==> src/rtl/dram_controller_pkg.sv <==
// Shared encodings for the Wishbone-to-memory-interface bridge:
// memory command codes and the front/back FSM state types.
package dram_controller_pkg;

  localparam logic [2:0] CMD_WRITE = 3'b000;
  localparam logic [2:0] CMD_READ  = 3'b001;

  typedef enum logic [2:0] {
    F_IDLE,
    F_PUSH,
    F_WAIT_RESP,
    F_ACK,
    F_RELEASE
  } front_state_t;

  typedef enum logic [1:0] {
    B_IDLE,
    B_CMD,
    B_WDATA,
    B_RDWAIT
  } back_state_t;

endpackage

==> src/rtl/dram_controller_sync_fifo.sv <==
// Single-clock FIFO with show-ahead output; full/empty come from
// read/write pointers that carry one extra wrap bit.
module sync_fifo #(
  parameter int WIDTH = 8,
  parameter int DEPTH = 8
) (
  input  logic             clk,
  input  logic             rst,
  input  logic             push,
  input  logic [WIDTH-1:0] din,
  input  logic             pop,
  output logic [WIDTH-1:0] dout,
  output logic             full,
  output logic             empty
);

  localparam int AW = $clog2(DEPTH);

  logic [WIDTH-1:0] mem_q [DEPTH];
  logic [AW:0]      wr_ptr_q, wr_ptr_d;
  logic [AW:0]      rd_ptr_q, rd_ptr_d;
  logic             do_push, do_pop;

  assign empty = (wr_ptr_q == rd_ptr_q);
  assign full  = (wr_ptr_q[AW] != rd_ptr_q[AW]) &&
                 (wr_ptr_q[AW-1:0] == rd_ptr_q[AW-1:0]);
  assign dout  = mem_q[rd_ptr_q[AW-1:0]];

  always_comb begin
    do_push  = push && !full;
    do_pop   = pop && !empty;
    wr_ptr_d = wr_ptr_q;
    rd_ptr_d = rd_ptr_q;
    if (do_push) wr_ptr_d = wr_ptr_q + 1'b1;
    if (do_pop)  rd_ptr_d = rd_ptr_q + 1'b1;
  end

  always_ff @(posedge clk or posedge rst) begin
    if (rst) begin
      wr_ptr_q <= '0;
      rd_ptr_q <= '0;
    end else begin
      wr_ptr_q <= wr_ptr_d;
      rd_ptr_q <= rd_ptr_d;
    end
  end

  // Storage needs no reset: a flush only has to clear the pointers.
  always_ff @(posedge clk) begin
    if (do_push) mem_q[wr_ptr_q[AW-1:0]] <= din;
  end

endmodule

==> src/rtl/dram_controller.sv <==
// Wishbone slave front end feeding a memory command/write/read-return
// back end through a request FIFO and a response FIFO.
//
// state       | meaning
// F_IDLE      | waiting for cyc_i & stb_i
// F_PUSH      | enqueue request once the request FIFO has room
// F_WAIT_RESP | pop response; register it for ack or discard if cyc_i dropped
// F_ACK       | ack_o high for one cycle
// F_RELEASE   | wait for cyc_i and stb_i both low
// B_IDLE      | pop request once calibrated
// B_CMD       | command (and write data) offered
// B_WDATA     | command accepted, finishing write data / zero response push
// B_RDWAIT    | waiting for read return, holding it if response FIFO is full
module dram_controller
  import dram_controller_pkg::*;
#(
  parameter int WORD_SIZE  = 128,
  parameter int ADDR_WIDTH = 28,
  parameter int FIFO_DEPTH = 8
) (
  input  logic                  user_clk_i,
  input  logic                  rst_i,
  input  logic                  cyc_i,
  input  logic                  stb_i,
  input  logic                  we_i,
  input  logic [31:0]           addr_i,
  input  logic [WORD_SIZE-1:0]  data_i,
  output logic [WORD_SIZE-1:0]  data_o,
  output logic                  ack_o,
  output logic                  req_empty,
  output logic                  resp_empty,
  input  logic                  init_calib_complete_i,
  output logic [ADDR_WIDTH-1:0] app_addr_o,
  output logic [2:0]            app_cmd_o,
  output logic                  app_en_o,
  input  logic                  app_rdy_i,
  output logic [WORD_SIZE-1:0]  app_wdf_data_o,
  output logic                  app_wdf_wren_o,
  output logic                  app_wdf_end_o,
  input  logic                  app_wdf_rdy_i,
  input  logic [WORD_SIZE-1:0]  app_rd_data_i,
  input  logic                  app_rd_data_valid_i
);

  localparam int OFF   = $clog2(WORD_SIZE / 8);
  localparam int REQ_W = 1 + 32 + WORD_SIZE;

  function automatic logic [ADDR_WIDTH-1:0] app_addr_of(input logic [31:0] byte_addr);
    logic [ADDR_WIDTH-1:0] a;
    a = byte_addr[ADDR_WIDTH-1:0];
    a[OFF-1:0] = '0;
    return a;
  endfunction

  logic                 req_push, req_pop, req_full;
  logic [REQ_W-1:0]     req_din, req_dout;
  logic                 resp_push, resp_pop, resp_full;
  logic [WORD_SIZE-1:0] resp_din, resp_dout;

  front_state_t         front_q, front_d;
  logic                 drop_q, drop_d;
  logic [WORD_SIZE-1:0] data_q, data_d;

  back_state_t           back_q, back_d;
  logic                  we_q, we_d;
  logic [ADDR_WIDTH-1:0] addr_q, addr_d;
  logic [WORD_SIZE-1:0]  wdata_q, wdata_d;
  logic                  wdf_done_q, wdf_done_d;
  logic [WORD_SIZE-1:0]  rdat_q, rdat_d;
  logic                  rheld_q, rheld_d;
  logic                  wdf_ok;

  assign req_din = {we_i, addr_i, data_i};

  sync_fifo #(.WIDTH(REQ_W), .DEPTH(FIFO_DEPTH)) u_req_fifo (
    .clk(user_clk_i), .rst(rst_i), .push(req_push), .din(req_din),
    .pop(req_pop), .dout(req_dout), .full(req_full), .empty(req_empty)
  );

  sync_fifo #(.WIDTH(WORD_SIZE), .DEPTH(FIFO_DEPTH)) u_resp_fifo (
    .clk(user_clk_i), .rst(rst_i), .push(resp_push), .din(resp_din),
    .pop(resp_pop), .dout(resp_dout), .full(resp_full), .empty(resp_empty)
  );

  always_comb begin
    front_d  = front_q;
    drop_d   = drop_q;
    data_d   = data_q;
    req_push = 1'b0;
    resp_pop = 1'b0;
    case (front_q)
      F_IDLE: begin
        if (cyc_i && stb_i) begin
          front_d = F_PUSH;
          drop_d  = 1'b0;
        end
      end
      F_PUSH: begin
        drop_d = drop_q || !cyc_i;
        if (!req_full) begin
          req_push = 1'b1;
          front_d  = F_WAIT_RESP;
        end
      end
      F_WAIT_RESP: begin
        // An abandoned cycle still drains its response so the FIFOs stay paired.
        drop_d = drop_q || !cyc_i;
        if (!resp_empty) begin
          resp_pop = 1'b1;
          if (drop_d) begin
            front_d = F_IDLE;
          end else begin
            data_d  = resp_dout;
            front_d = F_ACK;
          end
        end
      end
      F_ACK:     front_d = F_RELEASE;
      F_RELEASE: if (!cyc_i && !stb_i) front_d = F_IDLE;
      default:   front_d = F_IDLE;
    endcase
  end

  always_comb begin
    back_d         = back_q;
    we_d           = we_q;
    addr_d         = addr_q;
    wdata_d        = wdata_q;
    wdf_done_d     = wdf_done_q;
    rdat_d         = rdat_q;
    rheld_d        = rheld_q;
    wdf_ok         = 1'b0;
    req_pop        = 1'b0;
    resp_push      = 1'b0;
    resp_din       = '0;
    app_en_o       = 1'b0;
    app_wdf_wren_o = 1'b0;
    case (back_q)
      B_IDLE: begin
        if (!req_empty && init_calib_complete_i) begin
          req_pop    = 1'b1;
          we_d       = req_dout[REQ_W-1];
          addr_d     = app_addr_of(req_dout[WORD_SIZE +: 32]);
          wdata_d    = req_dout[WORD_SIZE-1:0];
          wdf_done_d = 1'b0;
          rheld_d    = 1'b0;
          back_d     = B_CMD;
        end
      end
      B_CMD: begin
        app_en_o = 1'b1;
        if (we_q) begin
          app_wdf_wren_o = !wdf_done_q;
          wdf_ok         = wdf_done_q || app_wdf_rdy_i;
          wdf_done_d     = wdf_ok;
          if (app_rdy_i) begin
            if (wdf_ok && !resp_full) begin
              resp_push = 1'b1;
              back_d    = B_IDLE;
            end else begin
              back_d = B_WDATA;
            end
          end
        end else if (app_rdy_i) begin
          back_d = B_RDWAIT;
        end
      end
      B_WDATA: begin
        app_wdf_wren_o = !wdf_done_q;
        wdf_ok         = wdf_done_q || app_wdf_rdy_i;
        wdf_done_d     = wdf_ok;
        if (wdf_ok && !resp_full) begin
          resp_push = 1'b1;
          back_d    = B_IDLE;
        end
      end
      B_RDWAIT: begin
        // Memory cannot be back-pressured, so a return that meets a full FIFO is parked.
        if (rheld_q) begin
          if (!resp_full) begin
            resp_push = 1'b1;
            resp_din  = rdat_q;
            back_d    = B_IDLE;
          end
        end else if (app_rd_data_valid_i) begin
          if (!resp_full) begin
            resp_push = 1'b1;
            resp_din  = app_rd_data_i;
            back_d    = B_IDLE;
          end else begin
            rdat_d  = app_rd_data_i;
            rheld_d = 1'b1;
          end
        end
      end
      default: back_d = B_IDLE;
    endcase
  end

  always_ff @(posedge user_clk_i or posedge rst_i) begin
    if (rst_i) begin
      front_q    <= F_IDLE;
      drop_q     <= 1'b0;
      data_q     <= '0;
      back_q     <= B_IDLE;
      we_q       <= 1'b0;
      addr_q     <= '0;
      wdata_q    <= '0;
      wdf_done_q <= 1'b0;
      rdat_q     <= '0;
      rheld_q    <= 1'b0;
    end else begin
      front_q    <= front_d;
      drop_q     <= drop_d;
      data_q     <= data_d;
      back_q     <= back_d;
      we_q       <= we_d;
      addr_q     <= addr_d;
      wdata_q    <= wdata_d;
      wdf_done_q <= wdf_done_d;
      rdat_q     <= rdat_d;
      rheld_q    <= rheld_d;
    end
  end

  assign ack_o          = (front_q == F_ACK);
  assign data_o         = data_q;
  assign app_addr_o     = addr_q;
  assign app_cmd_o      = we_q ? CMD_WRITE : CMD_READ;
  assign app_wdf_data_o = wdata_q;
  assign app_wdf_end_o  = app_wdf_wren_o;

endmodule

==> config.mk <==
export PLATFORM = sky130hd
export DESIGN_NAME = dram_controller
export DESIGN_NICKNAME = d
export VERILOG_FILES = /design/src/rtl/dram_controller_pkg.sv /design/src/rtl/dram_controller_sync_fifo.sv /design/src/rtl/dram_controller.sv
export SDC_FILE = /design/constraint.sdc
export NUM_CORES = 2
export LEC_CHECK = 0
export BUFFER_PORTS_ARGS = -buffer_cell sky130_fd_sc_hd__clkbuf_2
export CAP_MARGIN = 25
export CELL_PAD_IN_SITES_DETAIL_PLACEMENT = 1
export CELL_PAD_IN_SITES_GLOBAL_PLACEMENT = 1
export CORE_MARGIN = 2
export CORE_UTILIZATION = 53
export CTS_CLUSTER_SIZE = 20
export DETAILED_ROUTE_END_ITERATION = 10
export PLACE_DENSITY_LB_ADDON = 0.3
export SLEW_MARGIN = 5
export SYNTH_ARGS = -nofsm -noshare
export SYNTH_HDL_FRONTEND = slang
export SYNTH_HIERARCHICAL = 1
export SYNTH_SLANG_ARGS = --single-unit
export TNS_END_PERCENT = 20
==> constraint.sdc <==
create_clock -name user_clk_i -period 25.4 [get_ports user_clk_i]
set_input_delay 1.27 -clock user_clk_i [delete_from_list [all_inputs] [get_ports user_clk_i]]
set_output_delay 1.27 -clock user_clk_i [all_outputs]
set_load 0.1 [all_outputs]
==> flow_metrics.env <==
export IMPL_status="finished with violations"
export IMPL_violations="slew limit"
export IMPL_period_share_pct=23.37
export IMPL_die_area_mm2=0.1982
export IMPL_clkLatencyLatePin_ns=0.94
export IMPL_gp_congestion=0.7350
export IMPL_areaGrowthSynthToFinish_pct=13.93
export IMPL_finalSetupTns_ns=0
export IMPL_grt_pass1_wl_um=376500
export IMPL_hpwlAfterDp_um=134400
export IMPL_drtAntennaViolNets=0
export IMPL_critPathArrivalTime_ns=6.46
export IMPL_setup_viol=0
export IMPL_die_x_um=445.2
export IMPL_placed_area_mm2=0.1086
export IMPL_ir_drop_uv=147.3
export IMPL_io_buffers=575
export IMPL_cp_start_kind="flip-flop"
export IMPL_maxCapViolations=0
export IMPL_worst_pin_slew_ns=1.536
export IMPL_max_freq_mhz=168.5
export IMPL_period_minus_slack_ns=5.935
export IMPL_criticalPathCategory="reg2reg"
export IMPL_cts_sinks=2681
export IMPL_avgSynthCellArea_um2=20.62
export IMPL_pre_cts_slack_ns=19.46
export IMPL_grt_pass1_vias=56800
export IMPL_stdcell_area_mm2=0.1176
export IMPL_worstSetupEndpoint="u_req_fifo/mem_q[7][85]"
export IMPL_cts_made_buffers=287
export IMPL_grt_usage_pct=25.88
export IMPL_rows=161
export IMPL_cts_repair_resized=0
export IMPL_hold_buffers=0
export IMPL_hold_violations=0
export IMPL_htreeDepth=5
export IMPL_yosysWarnings=6
export IMPL_nets=5979
export IMPL_antenna_found_initial=45
export IMPL_holdWs_ns=0.3904
export IMPL_synth_cells=5005
export IMPL_drt_total_wl_um=253200
export IMPL_start_util_pct=53.47
export IMPL_worstSetupStartpoint="u_req_fifo/rd_ptr_q[2]"
export IMPL_post_cts_repair_setup_buffers=0
export IMPL_skew_ns=0.06662
export IMPL_regToRegEndpoint="u_req_fifo/mem_q[7][85]"
export IMPL_r2r_cells=10
export IMPL_r2r_start="u_req_fifo/rd_ptr_q[2]"
export IMPL_remaining_drc_errors=0
export IMPL_die_height_um=445.2
export IMPL_cp_end_kind="flip-flop"
export IMPL_grt_remaining_overflow=0
export IMPL_grt_max_degree=156
export IMPL_drv_slew=31
export IMPL_numPlacedInstances=7906
export IMPL_required_ns=25.92
export IMPL_vias_per_cell=6.062
export IMPL_first_pass_iters=5
export IMPL_top_level_ports=590
export IMPL_rrSetupSlack_ns=19.46
export IMPL_cts_clk_slew_worst_paths_ns=0.06
export IMPL_clockRootBuffer="clkbuf_16"
export IMPL_fill_cells=16150
export IMPL_fin_util_pct=60.92
export IMPL_hold_path_class="in2async"
export IMPL_slew_headroom_pct=-2.367
export IMPL_num_vias=51108
export IMPL_cts_tree="done"
export IMPL_setup_ws_ns=19.46
export IMPL_cp_max_fo=48
export IMPL_rsz0062_at_grt="no"
export IMPL_wl_per_cell_um=30.03
export IMPL_clockBufferDepth=4
export IMPL_core_area_mm2=0.1930
export IMPL_syn_area_mm2=0.1032
export IMPL_drive_above_1_share_pct=37.15
export IMPL_drtIter0Drc=4290
export IMPL_power_total_mw=14.63
export IMPL_leakagePower_nw=41.66
export IMPL_fin_cells=8431
export IMPL_power_density_mw_per_mm2=124.4
==> layout by cell type, fill, tap and decap left out, drive strengths merged, types with 6 or more instances in the layout <==
| master | n |
|---|---|
| o41ai | 6 |
| bufinv | 15 |
| mux2 | 541 |
| ha | 9 |
| a22oi | 94 |
| clkinvlp | 8 |
| xnor2 | 12 |
| dfrtp | 433 |
| xor2 | 12 |
| inv | 20 |
| a21oi | 42 |
| nor4 | 9 |
| edfxtp | 2248 |
| clkbuf | 958 |
| diode | 26 |
| nand2 | 507 |
| nor2 | 172 |
| buf | 84 |
| conb | 6 |
| nor3 | 9 |
| clkinv | 81 |
| mux4 | 562 |
==> critical path: stages (launching register included) <==
cell and delay, ns:
dfrtp_4 0.83, xor2_1 0.48, nor4_2 0.10, buf_4 0.20, nor4b_1 0.36, buf_4 0.25, nand3_1 0.19, nor2_4 0.67
buf_4 0.74, buf_4 0.77, buf_4 0.83
==> sequential cells by signal, summed over array words and instances (netlist names) <==
name,cells
front_q,3
data_o,128
app_addr_o,24
drop_q,1
u_resp_fifo/rd_ptr_q,4
back_q,2
u_resp_fifo/mem_q,1024
app_wdf_data_o,128
rheld_q,1
u_req_fifo/rd_ptr_q,4
u_req_fifo/mem_q,1224
wdf_done_q,1
we_q,1
u_resp_fifo/wr_ptr_q,4
u_req_fifo/wr_ptr_q,4
rdat_q,128
==> routing by layer <==
layer | GRT usage (%) | part of all wire [%]
met1 | 32.54 | 38
met2 | 44.05 | 51
met3 | 4.933 | 6.4
met4 | 11.39 | 4.3
met5 | 0 | 0.081
==> power breakdown <==
part           leakage, nW  switching [mW]  internal, mW
registers             26.1           0.371          5.33
clock network         4.31            1.66          2.32
logic                 11.3            3.34          1.61
==> worst min-delay path by stage <==
stage,start,endpoint,cells after the start
final,rst_i,u_resp_fifo/wr_ptr_q[1],2
after global placement,app_wdf_data_o[15],app_wdf_data_o[15],2
after global routing,rst_i,u_resp_fifo/wr_ptr_q[1],2
after detailed placement,app_wdf_data_o[90],app_wdf_data_o[90],2
after floorplan,rdat_q[100],rdat_q[100],1
after CTS,rst_i,u_resp_fifo/wr_ptr_q[1],2
==> final cells by class <==
type	instances	area, um^2	area share (%)
diodes	26	65.06	0.05534
well taps	2526	3161	2.688
repair buffers	659	3809	3.240
flip-flops and latches	2681	78370	66.66
inverters	12	57.56	0.04896
multi-input cells	2032	23290	19.81
clock inverters	112	977.2	0.8312
clock buffers	383	7838	6.667
No activity file was read; power rests on OpenSTA's default activity.
